$ cat config.mk
export PLATFORM = sky130hd
export DESIGN_NAME = wb_daq_multichannel_dma
export DESIGN_NICKNAME = d
export VERILOG_FILES = /design/src/rtl/wb_daq_multichannel_dma.sv
export SDC_FILE = /design/constraint.sdc
export NUM_CORES = 1
export LEC_CHECK = 0
export ABC_AREA = 1
export CORE_MARGIN = 2
export CORE_UTILIZATION = 25
export CTS_CLUSTER_DIAMETER = 30
export DETAILED_ROUTE_END_ITERATION = 8
export SKIP_LAST_GASP = 1
export SLEW_MARGIN = 25
export SYNTH_ARGS = -nofsm -noshare
export SYNTH_HDL_FRONTEND = slang
export SYNTH_SLANG_ARGS = --single-unit
export TNS_END_PERCENT = 30
$ cat constraint.sdc
create_clock -name wb_clk -period 3 [get_ports wb_clk]
set_clock_uncertainty 0.15 [all_clocks]
set_input_delay 0.45 -clock wb_clk [delete_from_list [all_inputs] [get_ports wb_clk]]
set_output_delay 0.45 -clock wb_clk [all_outputs]
set_load 0.01 [all_outputs]
$ cat src/rtl/wb_daq_multichannel_dma.sv
// wb_daq_multichannel_dma: round-robin multi-channel DAQ to Wishbone write DMA.
// Each enabled channel streams words into its own ring buffer located at
// base_addr[k] + offset[k]*(dw/8). One Wishbone classic write is issued at a time.
// Optional feature macro: WB_DAQ_DMA_TIMEOUT_EN (1024-cycle write timeout abort).
module wb_daq_multichannel_dma #(
  parameter int NUM_CHANNELS = 4,
  parameter int dw           = 32,
  parameter int aw           = 32,
  parameter int BUF_WORDS    = 256
) (
  input  logic                       wb_clk,
  input  logic                       wb_rst_n,
  input  logic [NUM_CHANNELS-1:0]    enable,
  input  logic [NUM_CHANNELS*aw-1:0] base_addr,
  input  logic [NUM_CHANNELS*dw-1:0] ch_data,
  input  logic [NUM_CHANNELS-1:0]    ch_valid,
  output logic [NUM_CHANNELS-1:0]    ch_ready,
  output logic [aw-1:0]              wb_adr_o,
  output logic [dw-1:0]              wb_dat_o,
  output logic [dw/8-1:0]            wb_sel_o,
  output logic                       wb_we_o,
  output logic                       wb_cyc_o,
  output logic                       wb_stb_o,
  output logic [2:0]                 wb_cti_o,
  output logic [1:0]                 wb_bte_o,
  input  logic [dw-1:0]              wb_dat_i,
  input  logic                       wb_ack_i,
  input  logic                       wb_err_i,
  input  logic                       wb_rty_i,
  output logic [NUM_CHANNELS-1:0]    wrap_irq,
  output logic [NUM_CHANNELS-1:0]    err_flag
);

  localparam int CW = (NUM_CHANNELS > 1) ? $clog2(NUM_CHANNELS) : 1;
  localparam int OW = (BUF_WORDS > 1) ? $clog2(BUF_WORDS) : 1;
  localparam logic [OW-1:0] OFF_LAST       = OW'(BUF_WORDS - 1);
  localparam logic [aw-1:0] BYTES_PER_WORD = aw'(dw / 8);

  typedef enum logic [1:0] {
    S_IDLE    = 2'd0,
    S_WRITE   = 2'd1,
    S_BACKOFF = 2'd2
  } state_t;

  state_t                  r_state;
  state_t                  w_state_nxt;
  logic                    r_bo_cnt;
  logic [CW-1:0]           r_grant;      // last granted channel; doubles as round-robin pointer
  logic [aw-1:0]           r_adr;
  logic [dw-1:0]           r_dat;
  logic [OW-1:0]           r_offset [NUM_CHANNELS];
  logic [NUM_CHANNELS-1:0] r_err;
  logic [NUM_CHANNELS-1:0] r_en_d;

  logic [NUM_CHANNELS-1:0] w_req;
  logic [NUM_CHANNELS-1:0] w_en_rise;
  logic [NUM_CHANNELS-1:0] w_grant_oh;
  logic [OW-1:0]           w_off_eff [NUM_CHANNELS];
  logic [aw-1:0]           w_ch_adr  [NUM_CHANNELS];
  logic                    w_any;
  logic [CW-1:0]           w_pick;
  logic                    w_latch;
  logic                    w_ack_ok;
  logic                    w_err_hit;
  logic                    w_timeout;
  logic                    w_unused_dat;

  assign w_req        = ch_valid & enable;
  assign w_en_rise    = enable & ~r_en_d;
  assign w_grant_oh   = {{(NUM_CHANNELS-1){1'b0}}, 1'b1} << r_grant;
  assign w_unused_dat = ^wb_dat_i;

  // Per-channel write address; a channel enabled this very cycle starts from offset 0
  always_comb begin
    for (int unsigned k = 0; k < NUM_CHANNELS; k++) begin
      w_off_eff[k] = w_en_rise[k] ? '0 : r_offset[k];
      w_ch_adr[k]  = base_addr[k*aw +: aw] + aw'(w_off_eff[k]) * BYTES_PER_WORD;
    end
  end

  // Round-robin pick: first requester after the last granted channel
  always_comb begin
    int unsigned c;
    c      = 0;
    w_any  = 1'b0;
    w_pick = r_grant;
    for (int unsigned i = 1; i <= NUM_CHANNELS; i++) begin
      c = (32'(r_grant) + i) % NUM_CHANNELS;
      if (!w_any && w_req[CW'(c)]) begin
        w_any  = 1'b1;
        w_pick = CW'(c);
      end
    end
  end

`ifdef WB_DAQ_DMA_TIMEOUT_EN
  logic [9:0] r_to_cnt;

  // Cycles spent in the current write attempt; zero whenever not in WRITE
  always_ff @(posedge wb_clk or negedge wb_rst_n) begin
    if (!wb_rst_n)                r_to_cnt <= '0;
    else if (r_state == S_WRITE)  r_to_cnt <= r_to_cnt + 1'b1;
    else                          r_to_cnt <= '0;
  end

  assign w_timeout = (r_state == S_WRITE) && (r_to_cnt == '1);
`else
  assign w_timeout = 1'b0;
`endif

  // Next-state and termination decode; priority err > rty > ack > timeout
  always_comb begin
    w_state_nxt = r_state;
    w_latch     = 1'b0;
    w_ack_ok    = 1'b0;
    w_err_hit   = 1'b0;
    ch_ready    = '0;
    wrap_irq    = '0;
    unique case (r_state)
      S_IDLE: begin
        if (w_any) begin
          w_latch     = 1'b1;
          w_state_nxt = S_WRITE;
        end
      end
      S_WRITE: begin
        if (wb_err_i) begin
          w_err_hit   = 1'b1;
          ch_ready    = w_grant_oh;
          w_state_nxt = S_IDLE;
        end else if (wb_rty_i) begin
          w_state_nxt = S_BACKOFF;
        end else if (wb_ack_i) begin
          w_ack_ok    = 1'b1;
          ch_ready    = w_grant_oh;
          if (r_offset[r_grant] == OFF_LAST) wrap_irq = w_grant_oh;
          w_state_nxt = S_IDLE;
        end else if (w_timeout) begin
          w_err_hit   = 1'b1;
          ch_ready    = w_grant_oh;
          w_state_nxt = S_IDLE;
        end
      end
      S_BACKOFF: begin
        if (r_bo_cnt) w_state_nxt = S_WRITE;
      end
      default: w_state_nxt = S_IDLE;
    endcase
  end

  // State register plus two-cycle backoff counter
  always_ff @(posedge wb_clk or negedge wb_rst_n) begin
    if (!wb_rst_n) begin
      r_state  <= S_IDLE;
      r_bo_cnt <= 1'b0;
    end else begin
      r_state  <= w_state_nxt;
      r_bo_cnt <= (r_state == S_BACKOFF) ? ~r_bo_cnt : 1'b0;
    end
  end

  // Capture grant, address and data when a transfer starts; held through retries
  always_ff @(posedge wb_clk or negedge wb_rst_n) begin
    if (!wb_rst_n) begin
      r_grant <= CW'(NUM_CHANNELS - 1);
      r_adr   <= '0;
      r_dat   <= '0;
    end else if (w_latch) begin
      r_grant <= w_pick;
      r_adr   <= w_ch_adr[w_pick];
      r_dat   <= ch_data[w_pick*dw +: dw];
    end
  end

  // Per-channel offsets and sticky error flags; an enable rising edge restarts the channel
  always_ff @(posedge wb_clk or negedge wb_rst_n) begin
    if (!wb_rst_n) begin
      for (int unsigned k = 0; k < NUM_CHANNELS; k++) r_offset[k] <= '0;
      r_err  <= '0;
      r_en_d <= '0;
    end else begin
      r_en_d <= enable;
      for (int unsigned k = 0; k < NUM_CHANNELS; k++) begin
        if (w_en_rise[k]) begin
          r_offset[k] <= '0;
          r_err[k]    <= 1'b0;
        end else if (r_grant == CW'(k)) begin
          if (w_ack_ok)  r_offset[k] <= r_offset[k] + 1'b1;
          if (w_err_hit) r_err[k]    <= 1'b1;
        end
      end
    end
  end

  assign wb_cyc_o = (r_state == S_WRITE);
  assign wb_stb_o = (r_state == S_WRITE);
  assign wb_we_o  = (r_state == S_WRITE);
  assign wb_sel_o = {(dw/8){wb_cyc_o}};
  assign wb_cti_o = '0;
  assign wb_bte_o = '0;
  assign wb_adr_o = r_adr;
  assign wb_dat_o = r_dat;
  assign err_flag = r_err;

endmodule
==> After elaboration in Yosys (flattened, before gate mapping) <==
Index checks and enable logic that the tools add are counted.
{ "word_totals": {"regBits": 109, "output_inout_bits": 88, "wordCells": 149} }
{ "classes": {"n_addsub": 12, "n_lt_le_gt_ge": 6, "n_eq_ne": 9, "shifts": 2, "mux": 71, "bitwise": 6, "n_reduce_logical": 29} }
{ "ops": {"columns": ["op", "count"], "rows": [
  ["$mux 8", 18],
  ["$add 32x10->32", 4],
  ["$shiftx 128x8->32", 1],
  ["$bmux 32 s2", 1],
  ["$mux 32", 2],
  ["$mux 4", 9],
  ["$add 8x1->8 const B", 4],
  ["$mux 1", 26],
  ["$reduce_bool 2->1", 12],
  ["$mux 2", 9],
  ["$bmux 8 s2", 1],
  ["$reduce_and 2->1", 8],
  ["$lt 2x3->1 const B", 4],
  ["$and 4x4->4", 2],
  ["$bmux 1 s2", 4],
  ["$eq 8x8->1 const B", 1],
  ["$eq 2x2->1 const B", 3],
  ["$ge 3x3->1 const B", 2],
  ["$not 2->3", 2],
  ["$pmux 2 s3", 1],
  ["$add 2x1->2 const B", 2],
  ["$add 2x2->2 const B", 2],
  ["$eq 2x1->1 const B", 2],
  ["$logic_not 2->1", 2],
  ["8 further kinds", 13]
]} }

==> Depth between registers and ports, before layout <==
Gate-level depths: netlist of the first run.
{ "logic_depth": {"ltp_word": 17, "mapped_depth": 19, "depth_no_buf": 18} }

==> Worst setup path before layout of the first run <==
No wires, ideal clock.
{ "synth_path": {"path_type": "input -> register", "start": "input port enable[1]", "end": "register r_adr[16], in the netlist wb_adr_o[16]", "setup_ns": 0.121, "arrival_time_ns": 2.468, "t_required_ns": 2.729, "path_slack_ns": 0.261, "stages": 18, "cell_sequence": "inv_1 > nor2_1 > clkbuf_1 > nor2_1 > ha_1 > fa_1 > nand3_1 > nand3_1 > nand2_1 > nand2_1 > nand2_1 > nand2_1 > nand2_1 > nand2_1 > nand3_1 > o21ai_0 > nand2_1 > nand3_2"} }
{ "synth_between": {"elab_chain_cells": 17} }
{ "synth_lines": {"columns": ["element", "line", "source"], "rows": [
  ["start, declared", "13", "input logic [NUM_CHANNELS-1:0] enable,"],
  ["$and 4x4->4", "68", "assign w_req = ch_valid & enable;"],
  ["$bmux 1 s2", "89", "if (!w_any && w_req[CW'(c)]) begin"],
  ["$mux 1 (implied by the code)", "89", null],
  ["$mux 1", "89", null],
  ["$logic_not 1->1", "89", null],
  ["$logic_and 1x1->1", "89", null],
  ["$mux 1", "89", null],
  ["$logic_not 1->1", "89", null],
  ["$logic_and 1x1->1", "89", null],
  ["$mux 1", "89", null],
  ["$logic_not 1->1", "89", null],
  ["$logic_and 1x1->1", "89", null],
  ["$mux 2", "89", null],
  ["$not 2->3 (implied by the code)", "170", "r_adr <= w_ch_adr[w_pick];"],
  ["$bmux 32 s2", "170", null],
  ["$mux 32 (implied by the code) (2 in a row)", "170", null],
  ["end signal, assigned", "170", null],
  ["end, declared", "49", "logic [aw-1:0] r_adr;"]
]} }
Parallel ways exist; a longest one is shown, timed or not. The select of a mux whose other input is x is not followed.
A chain may end at the register's enable or synchronous reset.

==> Final worst setup path of the first run <==
{ "layout_path": {"start": "input port enable[3]", "end": "register r_adr[13], in the netlist wb_adr_o[13]"} }
The elaborated chain is that of the path after synthesis.

==> results.json, run 1 <==
{
  "power.total_mw": 15.20,
  "whs_endpoint": "r_bo_cnt",
  "core_area_um2": 45480,
  "cts_htree_levels": 3,
  "row_count": 78,
  "power_density_nw_per_um2": 886.6,
  "gp_congestion": 0.9434,
  "gr-usage-met1_pct": 27.67,
  "fin_cells": 3068,
  "wirelength_um": 51120,
  "critical_path_class": "in2reg",
  "syn_avg_cell_area_um2": 5.755,
  "yosysMostFrequentCell": "nand2_1",
  "synth_edf_count": 0,
  "synth_area_um2": 11550,
  "grt_max_degree": 59,
  "seq_area_frac_synth_pct": 23.64,
  "p_leak_nw": 8.470,
  "clkTransAtPathRegs_ns": 0.09,
  "initial_core_util_pct": 25.40,
  "area_growth_pct": 48.42,
  "critPathMaxStageDelay_ns": 0.48,
  "max_cap_viol_count": 0,
  "top_usage_layer": "met2",
  "yosysWarnings": 0,
  "fp.dieW_um": 219.0,
  "synth.largest_area_cell": "nand2_1",
  "hpwl_um": 42210,
  "vdd.ir_drop.worst_uv": 559.4,
  "path_max_fanout": 7,
  "nets": 2805,
  "ys_top_cells_by_area": "nand2_1 (29%), dfrtp_1 (23%), nand3_1 (9.5%)",
  "ys_ff_latch": 109,
  "vias_per_cell": 4.657,
  "die-area_um2": 47940,
  "rsz0062_at_grt": "yes",
  "worst_slew_pin_slew_ns": 0.5475,
  "drive_above_1_share_pct": 10.75,
  "dp.cells": 3042,
  "cts_made_buffers": 9,
  "worstHoldStart": "r_bo_cnt",
  "vias": 14287,
  "holdPathStages": 1,
  "synth_top_area_share_pct": 28.69,
  "cts_tree": "yes",
  "drv_slew": 0,
  "timing.hold.ws_ns": 0.2731,
  "antenna_found_initial": 2,
  "cp_cell_sequence": "clkdlybuf4s50_1, inv_1, nor2_1, buf_4, buf_4, nor2_1, ha_1, nor2_1, a21oi_1, nand3_1, nand3_1, buf_4, xor2_1, nand2_1, o21ai_1, nand2_1, nand3_2",
  "period_share_pct": 97.61,
  "first_global_vias": 13716,
  "grt_pass1_wl_um": 75500,
  "met3_usage_pct": 3.146,
  "r2r_cells": 13,
  "min_path_type": "reg2reg",
  "status": "finished clean",
  "r2r-start": "r_grant[0]",
  "dr.pass1.iters": 5,
  "grt_use_total_pct": 20.62,
  "synth_flop_cell": "dfrtp_1",
  "io_buffers": 351,
  "hold_viol": 0,
  "met2_usage_pct": 33.95,
  "cp-start-kind": "primary input",
  "crit_path_top_delay_cell": "clkdlybuf4s50_1",
  "wl_per_cell_um": 16.66,
  "max_freq_mhz": 341.5,
  "slew_headroom_pct": 63.50,
  "drc": 0,
  "yosysUniqueCellTypes": 43,
  "period_needed_ns": 2.928,
  "placedInstanceArea_um2": 16570,
  "worst-endpoint-arrival_ns": 3.09,
  "final_cell_area_um2": 17140,
  "io_pins": 389,
  "drtIter0Drc": 875,
  "clk_latency_ns": 0.39,
  "antenna_left": 0,
  "postSynth.asyncResetShare_pct": 100.0,
  "setup_viol": 0,
  "ff2ff_setup_slack_ns": 0.12,
  "clock-sinks": 109,
  "fill_cells": 5013,
  "rr_endpoint": "wb_adr_o[13]",
  "clockRootBuffer": "clkbuf_16",
  "cts_buffer_depth": 2,
  "fp.dieH_um": 219.0,
  "worst_ep_required_time_ns": 3.16,
  "netlist_instances": 2007,
  "synthTopCellsByCount": "nand2_1 (883), nand3_1 (219), nor2_1 (203), inv_1 (199), dfrtp_1 (107)",
  "grt_overflow": 0,
  "endpoint_kind": "register"
}
[per-layer routing]
| metal | share of wire [%] | routed length [µm] |
|---|---|---|
| met5 | 0 | 0 |
| met4 | 2.2 | 1107 |
| met3 | 6.2 | 3190 |
| met2 | 47 | 23830 |
| met1 | 45 | 22990 |
[flip-flops by register name, summed over array words and instances, names as in the netlist]
| signal | count |
|---|---|
| r_en_d | 4 |
| wb_adr_o | 32 |
| r_state | 2 |
| wb_dat_o | 32 |
| err_flag | 4 |
| r_offset | 32 |
| r_grant | 2 |
| r_bo_cnt | 1 |
[cell type report]
cell class | instances | area (µm²) | share of cell area, %
repair buffers | 500 | 4730 | 27.59
well taps | 600 | 750.7 | 4.379
clock inverters | 6 | 55.05 | 0.3211
diodes | 3 | 7.507 | 0.04379
clock buffers | 10 | 239.0 | 1.394
multi-input cells | 1637 | 7868 | 45.89
flip-flops and latches | 109 | 2730 | 15.92
inverters | 203 | 764.5 | 4.459
[critical path: cells and delay by family]
kind	cells	cell delay, ns
buffers and inverters	5	0.99
adder cells (fa/ha/maj)	1	0.31
AO/OA/AOI/OAI	2	0.37
XOR/XNOR	1	0.15
AND/OR/NAND/NOR	8	0.80
[cells by family (layout without fill, tap and decap cells)]
logic type / count (synthesis) / after routing / share of synthesized area [%]
simple gates: 1430 / 1430 / 52.29
buf+inv: 265 / 719 / 10.33
compound gates: 109 / 109 / 4.972
flops: 109 / 109 / 23.64
xor+xnor: 49 / 49 / 3.715
fa+ha+maj: 44 / 44 / 5.026
other cells: 1 / 8 / 0.03246
[worst max-delay path by stage]
stage / from / depth (start not counted) / to / slack [ns]
4_1_cts: r_offset[24] / 10 / wrap_irq[3] / -0.06
3_5_place_dp: enable[1] / 17 / wb_adr_o[22] / -0.44
3_3_place_gp: enable[1] / 18 / wb_adr_o[12] / -0.44
5_1_grt: enable[3] / 17 / wb_adr_o[13] / -0.18
6_report: enable[3] / 17 / wb_adr_o[13] / 0.07
2_1_floorplan: enable[1] / 18 / wb_adr_o[16] / 0.26
[where the power goes]
part | internal [mW] | switching, mW
registers | 2.05 | 0.326
logic | 4.24 | 7.28
clock network | 0.604 | 0.691
[cells in the final DEF (no fill, tap or decap), drive strengths merged, types with 10 or more instances in the layout]
| cell | count |
|---|---|
| clkbuf | 10 |
| clkdlybuf4s50 | 346 |
| nand3 | 232 |
| o21ai | 61 |
| xnor2 | 25 |
| nor2 | 208 |
| ha | 40 |
| buf | 149 |
| nand4 | 30 |
| nand2 | 899 |
| nand3b | 22 |
| xor2 | 24 |
| nor3 | 29 |
| a21oi | 37 |
| inv | 205 |
| dfrtp | 107 |
[stage by stage]
| step | setup TNS (ns) | setup WS, ns | utilization, % |
|---|---|---|---|
| after floorplan | 0 | 0.2614 | - |
| after detailed placement | -8.498 | -0.4351 | 36.43 |
| after global placement | -8.257 | -0.4378 | 36.43 |
| final | 0 | 0.07183 | 37.70 |
| after CTS | -0.1982 | -0.06118 | 37.17 |
| after global routing | -1.403 | -0.1783 | 37.69 |
[what timing repair did]
action / 4_1_cts / 5_1_grt
setup endpoints to repair: 7 / 43
pin swaps: 1 / 21
setup buffers: 1 / 5
gates resized for setup: 8 / 63
hold endpoints to repair: 32 / 0
hold buffers: 1 / 0
Power figures use the tool's default switching activity.
==> run 2, diff against run 1 <==
- CORE_MARGIN: 2 -> 5
- TNS_END_PERCENT: 30 -> 10
==> results.json, run 2 (synthesis gave the netlist of run 1 again) <==
{
  "period_share_pct": 100.7,
  "cp_cell_sequence": "inv_1, nor3_4, nand4_1, o221ai_2, nand2_1, buf_4, nor2_1, clkdlybuf4s50_1",
  "comb_power_share_pct": 76.1,
  "clkTransAtPathRegs_ns": 0.09,
  "period_needed_ns": 3.022,
  "grt_overflow": 0,
  "status": "finished, violations left",
  "fp.dieW_um": 225.0,
  "clock-sinks": 109,
  "core_area_um2": 45580,
  "hold_viol": 0,
  "layout_setup_ws_ns": -0.02246,
  "cts_htree_levels": 3,
  "die-area_um2": 50600,
  "gr-usage-met1_pct": 28.27,
  "drc": 0,
  "grt_use_total_pct": 20.09,
  "gp_congestion": 0.9097,
  "vias_per_cell": 4.636,
  "top_usage_layer": "met2",
  "initial_core_util_pct": 25.34,
  "intPower_mw": 7.009,
  "antenna_left": 0,
  "io_buffers": 351,
  "crit_path_top_delay_cell": "clkdlybuf4s50_1",
  "row_count": 78,
  "vias": 14186,
  "grt_max_degree": 61,
  "cts_buffer_depth": 2,
  "wl_per_cell_um": 17.28,
  "wirelength_um": 52860,
  "path_max_fanout": 4,
  "worst-endpoint-arrival_ns": 2.42,
  "switching_share_pct": 54.13,
  "fill_cells": 4891,
  "pre_cts_slack_ns": -0.4726,
  "first_global_vias": 13799,
  "clkPwrFrac_pct": 8.1,
  "switching_power_mw": 8.270,
  "vdd.ir_drop.worst_uv": 540.6,
  "power_density_nw_per_um2": 899.1,
  "endpoint_kind": "output port",
  "clk_latency_ns": 0.38,
  "min_path_type": "reg2reg",
  "io_pins": 389,
  "dr.pass1.iters": 7,
  "power.total_mw": 15.28,
  "final_common_cell": "nand2_1",
  "nets": 2798,
  "most-common-layout-cells": "nand2_1 (877), clkdlybuf4s50_1 (347), nand3_1 (218)",
  "area_growth_pct": 47.13,
  "critPathMaxStageDelay_ns": 0.54,
  "power_frac_seq_pct": 15.8,
  "fp.dieH_um": 225.0,
  "worst_ep_required_time_ns": 2.40,
  "drive_above_1_share_pct": 8.991,
  "violations": "negative setup slack",
  "antenna_found_initial": 2,
  "max_freq_mhz": 330.9,
  "cts_made_buffers": 9,
  "critical_path_class": "reg2out",
  "met2_usage_pct": 32.58,
  "setup_viol": 1,
  "drtIter0Drc": 1043,
  "met3_usage_pct": 2.748,
  "hpwl_um": 44110,
  "clockRootBuffer": "clkbuf_16",
  "cp-start-kind": "register",
  "drv_slew": 0,
  "max_cap_viol_count": 0,
  "cts_tree": "yes",
  "p_leak_nw": 8.369,
  "grt_pass1_wl_um": 79340,
  "rsz0062_at_grt": "yes"
}
-- run 2: cell types whose count changed in the layout (fill, tap and decap cells not counted), moves of 6 or more --
cell	before	now
nand2_1	863	877
nand2_2	31	17
buf_4	140	129
nand3_1	207	218
nand3_2	25	14
nor2_1	193	200
buf_12	7	13
nor2_2	13	7
-- run 2: final timing paths --
kind                                  start           end  slack [ns]  cells past startpoint
worst max register to register   r_grant[0]  wb_adr_o[19]        0.17                     13
worst min-delay path               r_bo_cnt      r_bo_cnt        0.27                      1
worst min register to register     r_bo_cnt      r_bo_cnt        0.27                      1
min in group asynchronous          wb_rst_n   wb_dat_o[4]        0.41                      2
max in group asynchronous          wb_rst_n  wb_adr_o[13]        1.48                      3
worst max-delay path            r_offset[0]   wrap_irq[1]       -0.02                      8
-- run 2: power by group through the flow --
stage,clock network (mW),registers [mW],logic (mW)
3_5_place_dp,0,2.44,11.7
6_report,1.23,2.42,11.6
4_1_cts,1.28,2.42,11.8
3_3_place_gp,0,2.44,11.6
2_1_floorplan,0,2.53,6.93
5_1_grt,1.33,2.47,12.8
-- run 2: stage by stage --
stage | instance area [µm²] | utilization [%] | cells | setup TNS [ns] | hold slack [ns]
floorplan | 11570 | - | 2011 | 0 | 0.004409
global placement | 16630 | 36.48 | 3040 | -9.462 | 0.2604
detailed placement | 16630 | 36.48 | 3040 | -9.365 | 0.2615
CTS | 16930 | 37.14 | 3057 | -0.4433 | 0.2725
global route | 16990 | 37.28 | 3059 | -2.264 | 0.2872
finish | 17000 | 37.29 | 3060 | -0.02246 | 0.2733
-- run 2: layout make-up --
class | count | area, µm² | share of cell area (%)
antenna | 2 | 5.005 | 0.02945
clock buffer | 10 | 229.0 | 1.347
clock inverter | 6 | 43.79 | 0.2577
inverter | 203 | 764.5 | 4.498
multi-input combinational | 1637 | 7726 | 45.46
sequential | 109 | 2730 | 16.06
tap | 600 | 750.7 | 4.417
timing repair buffer | 493 | 4746 | 27.92
-- run 2: routing by layer --
| metal | wire [µm] | part of all wire, % |
|---|---|---|
| met5 | 8 | 0.015 |
| met4 | 1119 | 2.1 |
| met3 | 3179 | 6.0 |
| met2 | 24020 | 45 |
| met1 | 24540 | 46 |
-- run 2: critical path: cells and delay by family, from the launching register on --
kind                   cells  cell delay [ns]
DFF                        1             0.35
AOI/OAI and AO/OA          1             0.27
and+or+nand+nor            4             0.61
buffers and inverters      3             0.81
-- run 2: what timing repair did --
action / 4_1_cts / 5_1_grt
cloned: 0 / 0
setup buffers: 0 / 1
hold endpoints to repair: 29 / 0
resized for setup: 4 / 20
pin swaps: 1 / 3
hold buffers: 1 / 0
setup endpoints to repair: 8 / 32
==> run 3, diff against run 2 <==
- SLEW_MARGIN: 25 -> 30
==> results of run 3 <==
Final layout, timing and power as in run 2 (identical DEF).
==> RTL edit: new RTL, settings of run 1 <==
Set the parameter `NUM_CHANNELS` to 8 (it was 4).
--- a/src/rtl/wb_daq_multichannel_dma.sv
+++ b/src/rtl/wb_daq_multichannel_dma.sv
@@ -3,7 +3,7 @@
 // base_addr[k] + offset[k]*(dw/8). One Wishbone classic write is issued at a time.
 // Optional feature macro: WB_DAQ_DMA_TIMEOUT_EN (1024-cycle write timeout abort).
 module wb_daq_multichannel_dma #(
-  parameter int NUM_CHANNELS = 4,
+  parameter int NUM_CHANNELS = 8,
   parameter int dw           = 32,
   parameter int aw           = 32,
   parameter int BUF_WORDS    = 256
Ports: changed (7 resized); port bits go from 389 to 665. No check against the original RTL was run, so the function may have changed too.
==> RTL edit against run 1 <==
- the run now ends with negative setup slack left
- sequential cell count increased by 41
- core utilization increased by 4.9 points
- via count increased by 100%
- design area increased by 110%
- synthesized area increased by 81%
- count of clock-buffer cells in the layout increased by 7
- maximum frequency decreased by 11%
- non-clock buffer count increased by 764
- routed wire length increased by 140%
- setup slack got worse by 0.36 ns
- largest cell class unchanged
Power is left out: the tool's default activity adds up to more than one toggle a clock period on the data nets, which glitch-free logic cannot reach.
==> RTL edit: results (changes against run 1) <==
The min-delay analysis places its worst path in the category input port to async pin. The compound-cell area share of the yosys netlist is 9.84% (+4.9 points). The number of inserted filler cells in the final layout is 8,692 (+73%). The highest metal layer carrying signal wires in the routed design is met5. The most critical setup path has its startpoint at r_grant[0].

The accumulated negative setup slack is -15.98 ns (-15.98 ns). The area share of xor/xnor cells in the synthesized design is 8.26% (+4.5 points). The met1 usage came to 31.5% (+3.8 points).

The met3 layer wire length in the routed design was 9480 µm (+200%). The fraction of met3 tracks used by global routing came out at 6.54% (+3.4 points). The met2 usage was 47.3% (+13 points). The final estimated routing congestion in global placement came out at 0.976 (+3.4%). The actual transition at the worst max-transition pin is 0.624 ns (+0.0763 ns).

By count the netlist is led by 1,263 x sky130_fd_sc_hd__nand2_1, 387 x sky130_fd_sc_hd__nand3_1, 379 x sky130_fd_sc_hd__inv_1. The share of cells above drive strength 1 came to 19.2% (+8.4 points). The critical path's largest stage delay came out at 0.58 ns (+0.10 ns). The worst path setup slack after routing came to -0.287 ns (-0.358 ns). The final net count is 5,397 (+92%). The checks that failed: negative setup slack. The depth of the most critical reg-to-reg path came out at 21 (+8). The number of H-tree levels came out at 4 (+1).

The clock insertion delay at the later pin of the skew report came to 0.52 ns (+0.13 ns). The count of TritonRoute iterations in the first routing pass came out at 6 (+1). The placed wire-length estimate after detailed placement is 96,300 µm (+130%).

The worst path arrival time is 3.55 ns (+0.46 ns). The largest individual stage delay along the critical path comes from the cell sky130_fd_sc_hd__dfstp_2. The global-route wire length before repair is 174,000 µm (+130%). The top fanout value on the critical path came out at 10 (+3). The detailed-routing wirelength on met1 is 47,700 µm (+110%). The pin count of the biggest net entering global routing came to 53 (-10%).

The number of buffers created by CTS is 17 (+8). The routed wire length per instance is 20.8 µm (+25%). The final-report setup violation count came to 80 (+80). The flow ran to the end, but the final reports show violations.
[RTL edit: through the flow]
step	setup WS (ns)	std cells	hold slack, ns	area (µm²)
floorplan	-0.275	3613	0.00441	21000
global placement	-0.882	5724	0.234	32400
detailed placement	-0.887	5724	0.232	32400
CTS	-0.239	5812	0.232	34700
global route	-0.429	5843	0.248	35400
finish	-0.287	5854	0.244	35400
[RTL edit: layout make-up]
type | instances | area [µm²] | share of cell area (%)
inverters | 387 | 1480 | 4.17
diodes | 17 | 42.5 | 0.120
flip-flops and latches | 150 | 3760 | 10.6
clock buffers | 17 | 425 | 1.20
multi-input cells | 2925 | 15800 | 44.4
repair buffers | 1264 | 12500 | 35.2
clock inverters | 14 | 144 | 0.406
well taps | 1080 | 1350 | 3.81
[RTL edit: what timing repair did]
action | 4_1_cts | 5_1_grt
setup buffers | 34 | 20
pin swaps | 61 | 51
gates cloned | 24 | 7
endpoints found under the setup margin | 80 | 96
resized for setup | 253 | 116
hold buffers | 1 | 0
endpoints found under the hold margin | 32 | 0
